==> src/rtl/scanline_sched_pkg.sv <==
// rtl/scanline_sched_pkg.sv - shared state encoding and display-list entry layout for scanline_scheduler
package scanline_sched_pkg;

    typedef enum logic [1:0] {
        ST_IDLE  = 2'd0,
        ST_ARMED = 2'd1,
        ST_RUN   = 2'd2
    } sched_state_e;

    localparam int DATA_WIDTH = 8;
    localparam int DATA_LSB   = 0;
    localparam int ADDR_LSB   = DATA_WIDTH;

    // Entry packs {line, address, data} with data in the low bits.
    function automatic int entry_width(input int line_w, input int addr_w);
        return line_w + addr_w + DATA_WIDTH;
    endfunction

    function automatic int line_lsb(input int addr_w);
        return DATA_WIDTH + addr_w;
    endfunction

endpackage

==> src/rtl/sched_list_ram.sv <==
// rtl/sched_list_ram.sv - display-list storage, one write port and one registered read port
module sched_list_ram #(
    parameter int DEPTH = 16,
    parameter int WIDTH = 25,
    parameter int AW    = 4
) (
    input  logic             clk,
    input  logic             we,
    input  logic [AW-1:0]    waddr,
    input  logic [WIDTH-1:0] wdata,
    input  logic [AW-1:0]    raddr,
    output logic [WIDTH-1:0] rdata
);

    logic [WIDTH-1:0] mem [DEPTH];

    always_ff @(posedge clk) begin
        if (we) begin
            mem[waddr] <= wdata;
        end
        rdata <= mem[raddr];
    end

endmodule

==> src/rtl/scanline_scheduler.sv <==
// rtl/scanline_scheduler.sv - per-scanline register-write sequencer; SCANLINE_SCHED_STATS_EN adds late_count
module scanline_scheduler
    import scanline_sched_pkg::*;
#(
    parameter int DEPTH      = 16,
    parameter int LINE_WIDTH = 10,
    parameter int ADDR_WIDTH = 7
) (
    input  logic                       raw_clk,
    input  logic                       reset,
    input  logic                       push_valid,
    output logic                       push_ready,
    input  logic [LINE_WIDTH-1:0]      push_line,
    input  logic [ADDR_WIDTH-1:0]      push_address,
    input  logic [7:0]                 push_data,
    input  logic                       arm,
    input  logic                       clear,
    input  logic [LINE_WIDTH-1:0]      vpos,
    input  logic                       in_hblank,
    input  logic                       in_vblank,
    input  logic                       cpu_write_enable,
    output logic                       sched_write,
    output logic [ADDR_WIDTH-1:0]      sched_address,
    output logic [7:0]                 sched_data,
    output logic [$clog2(DEPTH):0]     count,
    output logic [1:0]                 state,
    output logic                       order_error,
`ifdef SCANLINE_SCHED_STATS_EN
    output logic [7:0]                 late_count,
`endif
    output logic                       late
);

    localparam int IW       = $clog2(DEPTH);
    localparam int CW       = IW + 1;
    localparam int EW       = entry_width(LINE_WIDTH, ADDR_WIDTH);
    localparam int LINE_LSB = line_lsb(ADDR_WIDTH);
    localparam logic [CW-1:0] FULL_COUNT = CW'(DEPTH);

    sched_state_e state_q, state_n;

    logic [CW-1:0]         count_q;
    logic [CW-1:0]         idx_q, idx_n;
    logic [LINE_WIDTH-1:0] last_line_q;
    logic                  ready_en_q;
    logic                  vblank_q, hblank_q;
    logic                  edge_q, fetch_q, active_q, active_n;
    logic                  order_error_q, late_q;
    logic [ADDR_WIDTH-1:0] last_addr_q;
    logic [7:0]            last_data_q;

    logic [EW-1:0]         head;
    logic [LINE_WIDTH-1:0] head_line;
    logic [ADDR_WIDTH-1:0] head_addr;
    logic [7:0]            head_data;

    logic vb_rise, hb_rise, in_run, full, line_ok;
    logic push_fire, push_reject;
    logic head_pending, head_late, head_match, head_ahead, issue;

    assign head_line = head[LINE_LSB +: LINE_WIDTH];
    assign head_addr = head[ADDR_LSB +: ADDR_WIDTH];
    assign head_data = head[DATA_LSB +: DATA_WIDTH];

    assign vb_rise = in_vblank & ~vblank_q;
    assign hb_rise = in_hblank & ~hblank_q;
    assign in_run  = (state_q == ST_RUN);

    assign full        = (count_q == FULL_COUNT);
    assign line_ok     = (count_q == '0) || (push_line >= last_line_q);
    assign push_ready  = ready_en_q && (state_q == ST_IDLE) && !full;
    assign push_fire   = push_valid && push_ready && line_ok && !clear;
    assign push_reject = push_valid && ready_en_q && (state_q == ST_IDLE)
                         && (full || !line_ok) && !clear;

    // The registered RAM read always tracks idx_q, so its output is the head entry.
    assign head_pending = active_q && in_run && in_hblank && (idx_q != count_q);
    assign head_late    = head_pending && (head_line < vpos);
    assign head_match   = head_pending && (head_line == vpos);
    assign head_ahead   = head_pending && (head_line > vpos);
    assign issue        = head_match && !cpu_write_enable;

    sched_list_ram #(
        .DEPTH (DEPTH),
        .WIDTH (EW),
        .AW    (IW)
    ) u_list (
        .clk   (raw_clk),
        .we    (push_fire),
        .waddr (count_q[IW-1:0]),
        .wdata ({push_line, push_address, push_data}),
        .raddr (idx_n[IW-1:0]),
        .rdata (head)
    );

    always_comb begin
        state_n = state_q;
        if (clear) begin
            state_n = ST_IDLE;
        end else begin
            case (state_q)
                ST_IDLE:  if (arm && count_q != '0) state_n = ST_ARMED;
                ST_ARMED: if (vb_rise) state_n = ST_RUN;
                ST_RUN:   ;
                default:  state_n = ST_IDLE;
            endcase
        end
    end

    always_comb begin
        idx_n = idx_q;
        if (clear) begin
            idx_n = '0;
        end else if (vb_rise && (state_q == ST_ARMED || in_run)) begin
            idx_n = '0;
        end else if (issue || head_late) begin
            idx_n = idx_q + CW'(1);
        end
    end

    // edge_q -> fetch_q -> active_q gives the edge-detect and head-fetch cycles before issue.
    always_comb begin
        active_n = active_q;
        if (clear || vb_rise || !in_run) begin
            active_n = 1'b0;
        end else if (fetch_q) begin
            active_n = 1'b1;
        end else if (active_q && (!in_hblank || idx_q == count_q || head_ahead)) begin
            active_n = 1'b0;
        end
    end

    always_ff @(posedge raw_clk or negedge reset) begin
        if (!reset) begin
            state_q       <= ST_IDLE;
            count_q       <= '0;
            idx_q         <= '0;
            last_line_q   <= '0;
            ready_en_q    <= 1'b0;
            vblank_q      <= 1'b0;
            hblank_q      <= 1'b0;
            edge_q        <= 1'b0;
            fetch_q       <= 1'b0;
            active_q      <= 1'b0;
            order_error_q <= 1'b0;
            late_q        <= 1'b0;
            last_addr_q   <= '0;
            last_data_q   <= '0;
        end else begin
            state_q    <= state_n;
            idx_q      <= idx_n;
            ready_en_q <= 1'b1;
            vblank_q   <= in_vblank;
            hblank_q   <= in_hblank;
            edge_q     <= hb_rise;
            fetch_q    <= edge_q;
            active_q   <= active_n;
            if (clear) begin
                count_q       <= '0;
                order_error_q <= 1'b0;
                late_q        <= 1'b0;
            end else begin
                if (push_fire) begin
                    count_q     <= count_q + CW'(1);
                    last_line_q <= push_line;
                end
                if (push_reject) order_error_q <= 1'b1;
                if (head_late)   late_q        <= 1'b1;
            end
            if (issue) begin
                last_addr_q <= head_addr;
                last_data_q <= head_data;
            end
        end
    end

`ifdef SCANLINE_SCHED_STATS_EN
    logic [7:0] late_cnt_q;

    always_ff @(posedge raw_clk or negedge reset) begin
        if (!reset) begin
            late_cnt_q <= '0;
        end else if (clear) begin
            late_cnt_q <= '0;
        end else if (head_late && late_cnt_q != 8'hFF) begin
            late_cnt_q <= late_cnt_q + 8'd1;
        end
    end

    assign late_count = late_cnt_q;
`endif

    // An in-flight write in a clear cycle still goes out; the state change stops the rest.
    assign sched_write   = issue;
    assign sched_address = issue ? head_addr : last_addr_q;
    assign sched_data    = issue ? head_data : last_data_q;
    assign count         = count_q;
    assign state         = state_q;
    assign order_error   = order_error_q;
    assign late          = late_q;

endmodule
==> config.mk <==
export PLATFORM = sky130hd
export DESIGN_NAME = scanline_scheduler
export DESIGN_NICKNAME = d
export VERILOG_FILES = /design/src/rtl/scanline_sched_pkg.sv /design/src/rtl/sched_list_ram.sv /design/src/rtl/scanline_scheduler.sv
export SDC_FILE = /design/constraint.sdc
export NUM_CORES = 1
export LEC_CHECK = 0
export ABC_AREA = 1
export BUFFER_PORTS_ARGS = -buffer_cell sky130_fd_sc_hd__buf_2
export CAP_MARGIN = 10
export CELL_PAD_IN_SITES_DETAIL_PLACEMENT = 1
export CELL_PAD_IN_SITES_GLOBAL_PLACEMENT = 2
export CORE_MARGIN = 1
export CORE_UTILIZATION = 44
export DETAILED_ROUTE_END_ITERATION = 8
export PLACE_DENSITY = 0.8
export SLEW_MARGIN = 25
export SYNTH_ARGS = -nofsm -noshare
export SYNTH_HDL_FRONTEND = slang
export SYNTH_HIERARCHICAL = 1
export SYNTH_SLANG_ARGS = --single-unit
==> constraint.sdc <==
create_clock -name raw_clk -period 7.4 [get_ports raw_clk]
set_input_delay 0.74 -clock raw_clk [delete_from_list [all_inputs] [get_ports raw_clk]]
set_output_delay 0.74 -clock raw_clk [all_outputs]
set_load 0.01 [all_outputs]
==> results of run 1 <==
[sequential cells by signal, summed over array words and instances, names as in the netlist]
| register | flops |
|---|---|
| u_list/rdata | 25 |
| u_list/mem | 400 |
| active_q | 1 |
| last_line_q | 10 |
| edge_q | 1 |
| hblank_q | 1 |
| last_addr_q | 7 |
| idx_q | 5 |
| ready_en_q | 1 |
| state | 2 |
| late | 1 |
| vblank_q | 1 |
| order_error | 1 |
| fetch_q | 1 |
| count | 5 |
| last_data_q | 8 |
[area by class of cell]
class	instances	area, um^2	area share, %
clock buffers	73	1420	6.174
multi-input cells	1086	5027	21.86
repair buffers	95	568.0	2.470
clock inverters	23	224.0	0.9737
inverters	364	1373	5.967
flip-flops and latches	470	13640	59.29
well taps	600	750.7	3.264
[Yosys cell counts (all sizes together) (3+ instances only)]
| cell | count | area [um^2] |
|---|---|---|
| nor2 | 33 | 128.9 |
| nand3 | 327 | 1652 |
| edfxtp | 400 | 12010 |
| dfxtp | 25 | 500.5 |
| a21oi | 15 | 75.07 |
| buf | 74 | 615.6 |
| xor2 | 6 | 52.55 |
| dfrtp | 45 | 1126 |
| o21ai | 10 | 50.04 |
| nand4 | 3 | 18.77 |
| inv | 363 | 1363 |
| nand3b | 5 | 50.05 |
| clkbuf | 13 | 48.80 |
| ha | 27 | 337.8 |
| nand2 | 654 | 2457 |
[critical path, stage by stage (launching register included)]
cell and delay (ns):
dfxtp_1 0.33, ha_1 0.30, nand2_1 0.12, inv_1 0.05
a21oi_1 0.48, nand2_1 0.11, nor2_1 0.12, nand3_1 0.22
nand3_1 0.21, a21oi_4 0.10, inv_6 0.70, buf_4 0.63
nand2_1 0.13, nand2_1 0.09, nand2_1 0.05, nand3_1 0.11
nand3_1 0.07, nand2_1 0.10
[layer usage]
| metal | vias to the layer above | part of all wire, % |
|---|---|---|
| li1 | 6554 | - |
| met1 | 6967 | 45 |
| met2 | 242 | 49 |
| met3 | 85 | 4.1 |
| met4 | 0 | 2.2 |
| met5 | - | 0 |
[stage by stage]
stage / cells / total power [W] / area (um^2)
after floorplan: 2007 / 0.003185 / 20530
after global placement: 2615 / 0.003310 / 21360
after detailed placement: 2615 / 0.003326 / 21360
after CTS: 2711 / 0.005857 / 23000
after global routing: 2711 / 0.005984 / 23000
final: 2711 / 0.005779 / 23000
[power by group through the flow]
stage | clock network, W | registers, W | logic [W]
3_5_place_dp | 0 | 0.00302 | 0.000304
2_1_floorplan | 0 | 0.00301 | 0.000173
4_1_cts | 0.00258 | 0.00297 | 0.000308
3_3_place_gp | 0 | 0.00302 | 0.000291
5_1_grt | 0.00266 | 0.00297 | 0.000348
6_report | 0.00251 | 0.00297 | 0.000302
[logic make-up (layout without fill, tap and decap cells)]
family	Yosys count	count (layout)	share of synthesized area, %
adders and majority gates	27	27	1.645
xor gates and xnor gates	7	7	0.2986
AOI/OAI and AO/OA	27	27	0.6824
DFF	470	470	66.41
other	1	1	0.01826
buffers and inverters	451	555	9.889
and+or+nand+nor	1024	1024	21.05
[cell usage in the layout (no fill, tap or decap), types with 2 or more instances in the layout]
cell type and count:
nor2_4 17, clkinv_1 8, a21oi_4 3, nand3b_1 4
nor2_1 14, edfxtp_1 400, inv_6 2, buf_2 68
buf_4 25, bufinv_16 4, nor2_2 2, clkbuf_1 17
inv_2 7, clkinv_2 10, a21oi_1 12, inv_1 354
nand2_1 653, ha_1 27, dfrtp_1 45, nand4_1 3
buf_12 2, o21ai_0 9, nand3_2 3, clkbuf_16 52
clkbuf_8 4, xor2_1 6, nand3_1 324, dfxtp_1 25
[worst min-delay path by stage]
stage | start | end | slack [ns] | depth (start not counted)
global placement | edge_q | fetch_q | 0.34 | 0
finish | reset | last_addr_q[2] | 0.25 | 2
detailed placement | edge_q | fetch_q | 0.35 | 0
global route | in_vblank | vblank_q | 0.28 | 1
floorplan | edge_q | fetch_q | 0.33 | 0
CTS | reset | last_addr_q[2] | 0.25 | 2
==> key figures, run 1 <==
Critical path
  – Worst r2r dst: u_list/rdata[0]
  – Max FO, Critical Path: 121
  – Worst setup EP type: register
  – Critical Path RT: 7.94 ns
  – CP Class: reg -> reg
  – Reg2reg setup slack: 3.28 ns
  – Worst R2R Start: u_list/rdata[24]
  – Critical path startpoint: u_list/rdata[24]
  – Worst Path Arrival: 4.65 ns
  – R2R cell count: 17
  – End of the critical path: u_list/rdata[0]
  – Crit path launch type: register

Timing
  – Hold_ws: 0.2500 ns
  – Fin. Hold Viols: 0
  – Final critical-path share of the clock period: 55.61%
  – Final Slew Violations: 0
  – Fmax: 243.0 MHz
  – Skew final: 0.01444 ns
  – Setup violators final: 0
  – Slew @ Worst Pin: 1.034 ns
  – Final WS setup: 3.285 ns
  – Relative slew slack: 31.05%
  – Unrepaired setup endpoints after global routing: false
  – Minimum clock period: 4.115 ns
  – Setup_tns: 0 ns

Global routing
  – Total congestion overflow: 0
  – Largest net degree at the start of global routing: 202
  – GR Util met1: 32.15%
  – Global-route usage over all layers: 23.84%
  – Vias in the first global route: 14,310
  – First-pass GRT wire length: 83.97 mm
  – Initial antenna violation count: 2
  – Global Route met2 Usage: 40.24%
  – Grt met3 use: 3.194%
  – Gr busiest metal: met2

Routing
  – Vias: 13,850
  – Final ANT Viol Nets: 0
  – Post-Route WL: 55.32 mm
  – Routed vias/inst: 5.108
  – Initial DRC Count: 767
  – Drt pass-1 iters: 5
  – DRC: 0
  – WL/cell: 20.41 um

Floorplanning
  – Die area: 47,540 um^2
  – I/O pins: 69
  – Die Wd: 218.0 um
  – # rows: 78
  – Initial Util: 44.96%
  – Die Ht: 218.0 um
  – Core area: 45,670 um^2

Worst hold path
  – Hold Path Class: in -> async

Layout
  – Area Growth Syn to Fin: 12.01%
  – Final Net Count: 2,138
  – Fill cells: 5,015
  – Final core occ: 50.36%
  – Layout cells sized above 1: 9.664%
  – Inserted Diodes: 0

Synth
  – Post-synth cell types: 31
  – Post-Syn Nets: 2,077
  – Mean Syn Cell Area: 10.23 um^2
  – Number of synthesized flops with an enable pin: 400
  – Asr flop ratio synth: 9.574%
  – Most used DFF post-synth: edfxtp_1
  – Cells after Synth: 2,007
  – Post-Synthesis Cell Area: 20,530 um^2
  – Register area share after synthesis: 66.41%
  – Yosys reg bits: 470
  – Synth warn: 6

Clock tree
  – Post-CTS Setup Inserts: 0
  – Post-CTS sizing: 0
  – CTS tree: done
  – CTS max path bufs: 3
  – Max H-tree Level: 2
  – Hold-fix buffers, CTS: 0
  – Clock Latency Late Sink: 0.59 ns
  – Clock root cell: clkbuf_16
  – Num CTS Buffers: 51
  – Clk pin slew, worst setup/hold paths: 0.06 ns
  – Clk sinks: 470

Placed design
  – DP Wirelength: 29.26 mm
  – Number of buffers added on ports: 68
  – Placer Congestion: 0.7497
  – Worst slack, placed: 2.762 ns

Pwr
  – PD cells: 251.3 nW/um^2
  – Clk pwr share: 43.4%
  – Sequential share of power: 51.4%
  – Leak: 10.11 nW
  – Internal power: 0.004500 W
  – Max IR drop VDD: 0.1797 mV
  – Combinational power share: 5.2%
  – Switching Fraction: 22.14%
  – Switching power: 0.001280 W

Flow run
  – Max Cap Viol: 0

Run status
  – Outcome: complete, no violations
(Power assumes the default switching activity.)
==> run 2, diff against run 1 <==
- CORE_UTILIZATION: 44 -> 37
- PLACE_DENSITY: 0.8 -> 0.72
- clock period: 7.4 -> 3.45 ns (I/O delays scaled with it)
==> run 2 against run 1 <==
  * Via count grew 1.3%
  * Non-clock buffer count grew 39
  * Die area grew 19%
  * Sequential share of layout area shrank 2.1 points
  * Final cell count grew 6.6%
  * Critical path depth shrank 6
  * Final area grew 3.7%
  * First-iteration DRC count shrank 0.65%
  * Power grew 110%
  * Core utilization shrank 6.5 points
  * Critical path type is now reg -> out
  * Largest cell class unchanged
==> key figures, run 2 (synthesis gave the netlist of run 1 again) <==
Routing
  – Initial DRC Count: 762 (-0.65%)
  – Final ANT Viol Nets: 0 (unchanged)
  – Post-Route WL: 58.83 mm (+6.3%)
  – WL/cell: 20.35 um (-0.26%)
  – Vias: 14,030 (+1.3%)
  – DRC: 0 (unchanged)
  – Drt pass-1 iters: 5 (unchanged)
  – Routed vias/inst: 4.855 (-4.9%)

Timing
  – Relative slew slack: 60.41% (+29 points)
  – Final WS setup: 0.1540 ns (-3.131 ns)
  – Final Slew Violations: 0 (unchanged)
  – Unrepaired setup endpoints after global routing: false
  – Slew @ Worst Pin: 0.5938 ns (-0.4404 ns)
  – Setup violators final: 0 (unchanged)
  – Setup_tns: 0 ns (unchanged)
  – Final critical-path share of the clock period: 95.54%
  – Skew final: 0.01686 ns (+0.002416 ns)
  – Hold_ws: 0.06713 ns (-0.1829 ns)
  – Fin. Hold Viols: 0 (unchanged)
  – Fmax: 303.4 MHz
  – Minimum clock period: 3.296 ns

Layout
  – Area Growth Syn to Fin: 16.15%
  – Register area: 13,640 um^2 (unchanged)
  – Commonest non-fill, non-tap cells in the layout: 653 x nand2_1, 400 x edfxtp_1, 354 x inv_1, 324 x nand3_1, 67 x buf_2
  – Footprint of the multi-input gates: 5036 um^2 (+0.17%)
  – Most common cell after layout, fill and taps aside: nand2_1
  – Top Registers: u_list/mem (400), u_list/rdata (25), last_line_q (10)
  – Max reg flops: 400 (unchanged)
  – Layout cells sized above 1: 11.39% (+1.7 points)
  – Final Net Count: 2,179 (+1.9%)
  – Inserted Diodes: 0 (unchanged)
  – Non-filler cells, final: 2,890 (+6.6%)
  – Biggest register: u_list/mem
  – Fill cells: 6,018 (+20%)

Global routing
  – Vias in the first global route: 14,720 (+2.9%)
  – Gr busiest metal: met2
  – Largest net degree at the start of global routing: 77 (-62%)
  – Global Route met2 Usage: 36.45% (-3.8 points)
  – First-pass GRT wire length: 89.96 mm (+7.1%)
  – Total congestion overflow: 0 (unchanged)
  – Initial antenna violation count: 1 (-1)
  – GR Util met1: 28.58% (-3.6 points)
  – Grt met3 use: 2.706% (-0.49 points)
  – Global-route usage over all layers: 21.43% (-2.4 points)

Critical path
  – Crit path launch type: register
  – Worst Path Arrival: 2.95 ns (-1.70 ns)
  – Worst setup EP type: output pin
  – Critical Path RT: 3.11 ns (-4.83 ns)
  – Worst r2r dst: u_list/rdata[17]
  – R2R cell count: 18 (+1)
  – CP Class: reg -> out
  – Max FO, Critical Path: 12 (-90%)
  – Reg2reg setup slack: 0.36 ns (-2.92 ns)
  – Worst R2R Start: u_list/rdata[24]

Clock tree
  – Clock Latency Late Sink: 0.60 ns (about the same)
  – Num CTS Buffers: 53 (+3.9%)
  – CTS tree: done
  – Clock root cell: clkbuf_16
  – CTS max path bufs: 3 (unchanged)
  – Clk pin slew, worst setup/hold paths: 0.06 ns (about the same)
  – Max H-tree Level: 2 (unchanged)
  – Post-CTS Setup Inserts: 0 (unchanged)
  – Clk sinks: 470 (unchanged)

Placed design
  – DP Cell Count: 2,789 (+6.7%)
  – Worst slack, placed: 0.1893 ns (-2.573 ns)
  – DP Wirelength: 34.14 mm (+17%)
  – Number of buffers added on ports: 68 (unchanged)
  – Placer Congestion: 0.7660 (+2.2%)

Worst hold path
  – Worst hold path endpoint: last_line_q[0]
  – Hold_sp: push_line[0]
  – WHS Path Cells: 3
  – Hold Path Class: in -> reg

Floorplanning
  – Initial Util: 37.79% (-7.2 points)
  – Die Wd: 237.6 um (+9.0%)
  – # rows: 85 (+9.0%)
  – I/O pins: 69 (unchanged)
  – Die area: 56,440 um^2 (+19%)
  – Core area: 54,350 um^2 (+19%)
  – Die Ht: 237.6 um (+9.0%)

Pwr
  – Design Power: 0.01238 W (+110%)
  – PD cells: 519.1 nW/um^2 (+110%)
  – Max IR drop VDD: 0.3311 mV (+84%)
  – Leak: 10.42 nW (+3.0%)

Run status
  – Outcome: complete, no violations

Flow run
  – Max Cap Viol: 0 (unchanged)
[run 2: cell types whose count changed in the layout (fill, tap and decap cells not counted), moves of 2 or more]
cell / change
buf_12: +29
clkbuf_8: +3
dlygate4sd3_1: +4
clkbuf_1: -4
bufinv_16: -3
clkbuf_16: +2
clkinv_2: +5
buf_4: +7
[run 2: power breakdown]
group	total [W]	internal (W)	switching [W]	leakage, nW
clock	0.00534	0.00308	0.00226	0.818
combinational	0.000682	0.000229	0.000453	5.19
sequential	0.00636	0.00629	0.0000688	4.41
[run 2: worst max-delay path by stage]
stage	start	endpoint	slack, ns	depth (start not counted)
3_3_place_gp	vpos[9]	u_list/rdata[17]	0.25	20
6_report	u_list/rdata[24]	sched_data[1]	0.15	11
2_1_floorplan	count[0]	u_list/mem[12][0]	0.42	12
3_5_place_dp	vpos[9]	u_list/rdata[23]	0.19	17
4_1_cts	u_list/rdata[24]	sched_data[1]	0.05	11
5_1_grt	u_list/rdata[24]	sched_data[1]	0.02	11
[run 2: repair_timing]
item | 4_1_cts | 5_1_grt
endpoints found under the hold margin | 35 | 0
gates resized for setup | 2 | 2
hold buffers | 4 | 0
setup endpoints to repair | 16 | 10
[run 2: area by class of cell]
type	count	share of cell area [%]
repair buffers	134	5.183
flip-flops and latches	470	57.18
multi-input cells	1086	21.11
clock inverters	23	0.5980
inverters	364	5.776
clock buffers	74	6.274
well taps	739	3.877
[run 2: routing by layer]
metal  up-vias  part of all wire, %
li1       6641                    -
met5         -                0.029
met4         2                  2.4
met1      7066                   45
met2       231                   49
met3        92                  3.6
[run 2: critical path, stage by stage (launching register included)]
cell      delay (ns)
dfxtp_1         0.36
ha_1            0.32
nand2_1         0.10
nor2_4          0.22
nand4_1         0.18
nand3b_4        0.26
buf_4           0.22
inv_6           0.18
buf_4           0.16
nand2_1         0.04
nand2_1         0.13
buf_2           0.16
[run 2: stage by stage]
step	utilization, %	area, um^2
2_1_floorplan	-	20530
3_3_place_gp	40.77	22160
3_5_place_dp	40.77	22160
4_1_cts	43.88	23850
5_1_grt	43.89	23850
6_report	43.89	23850
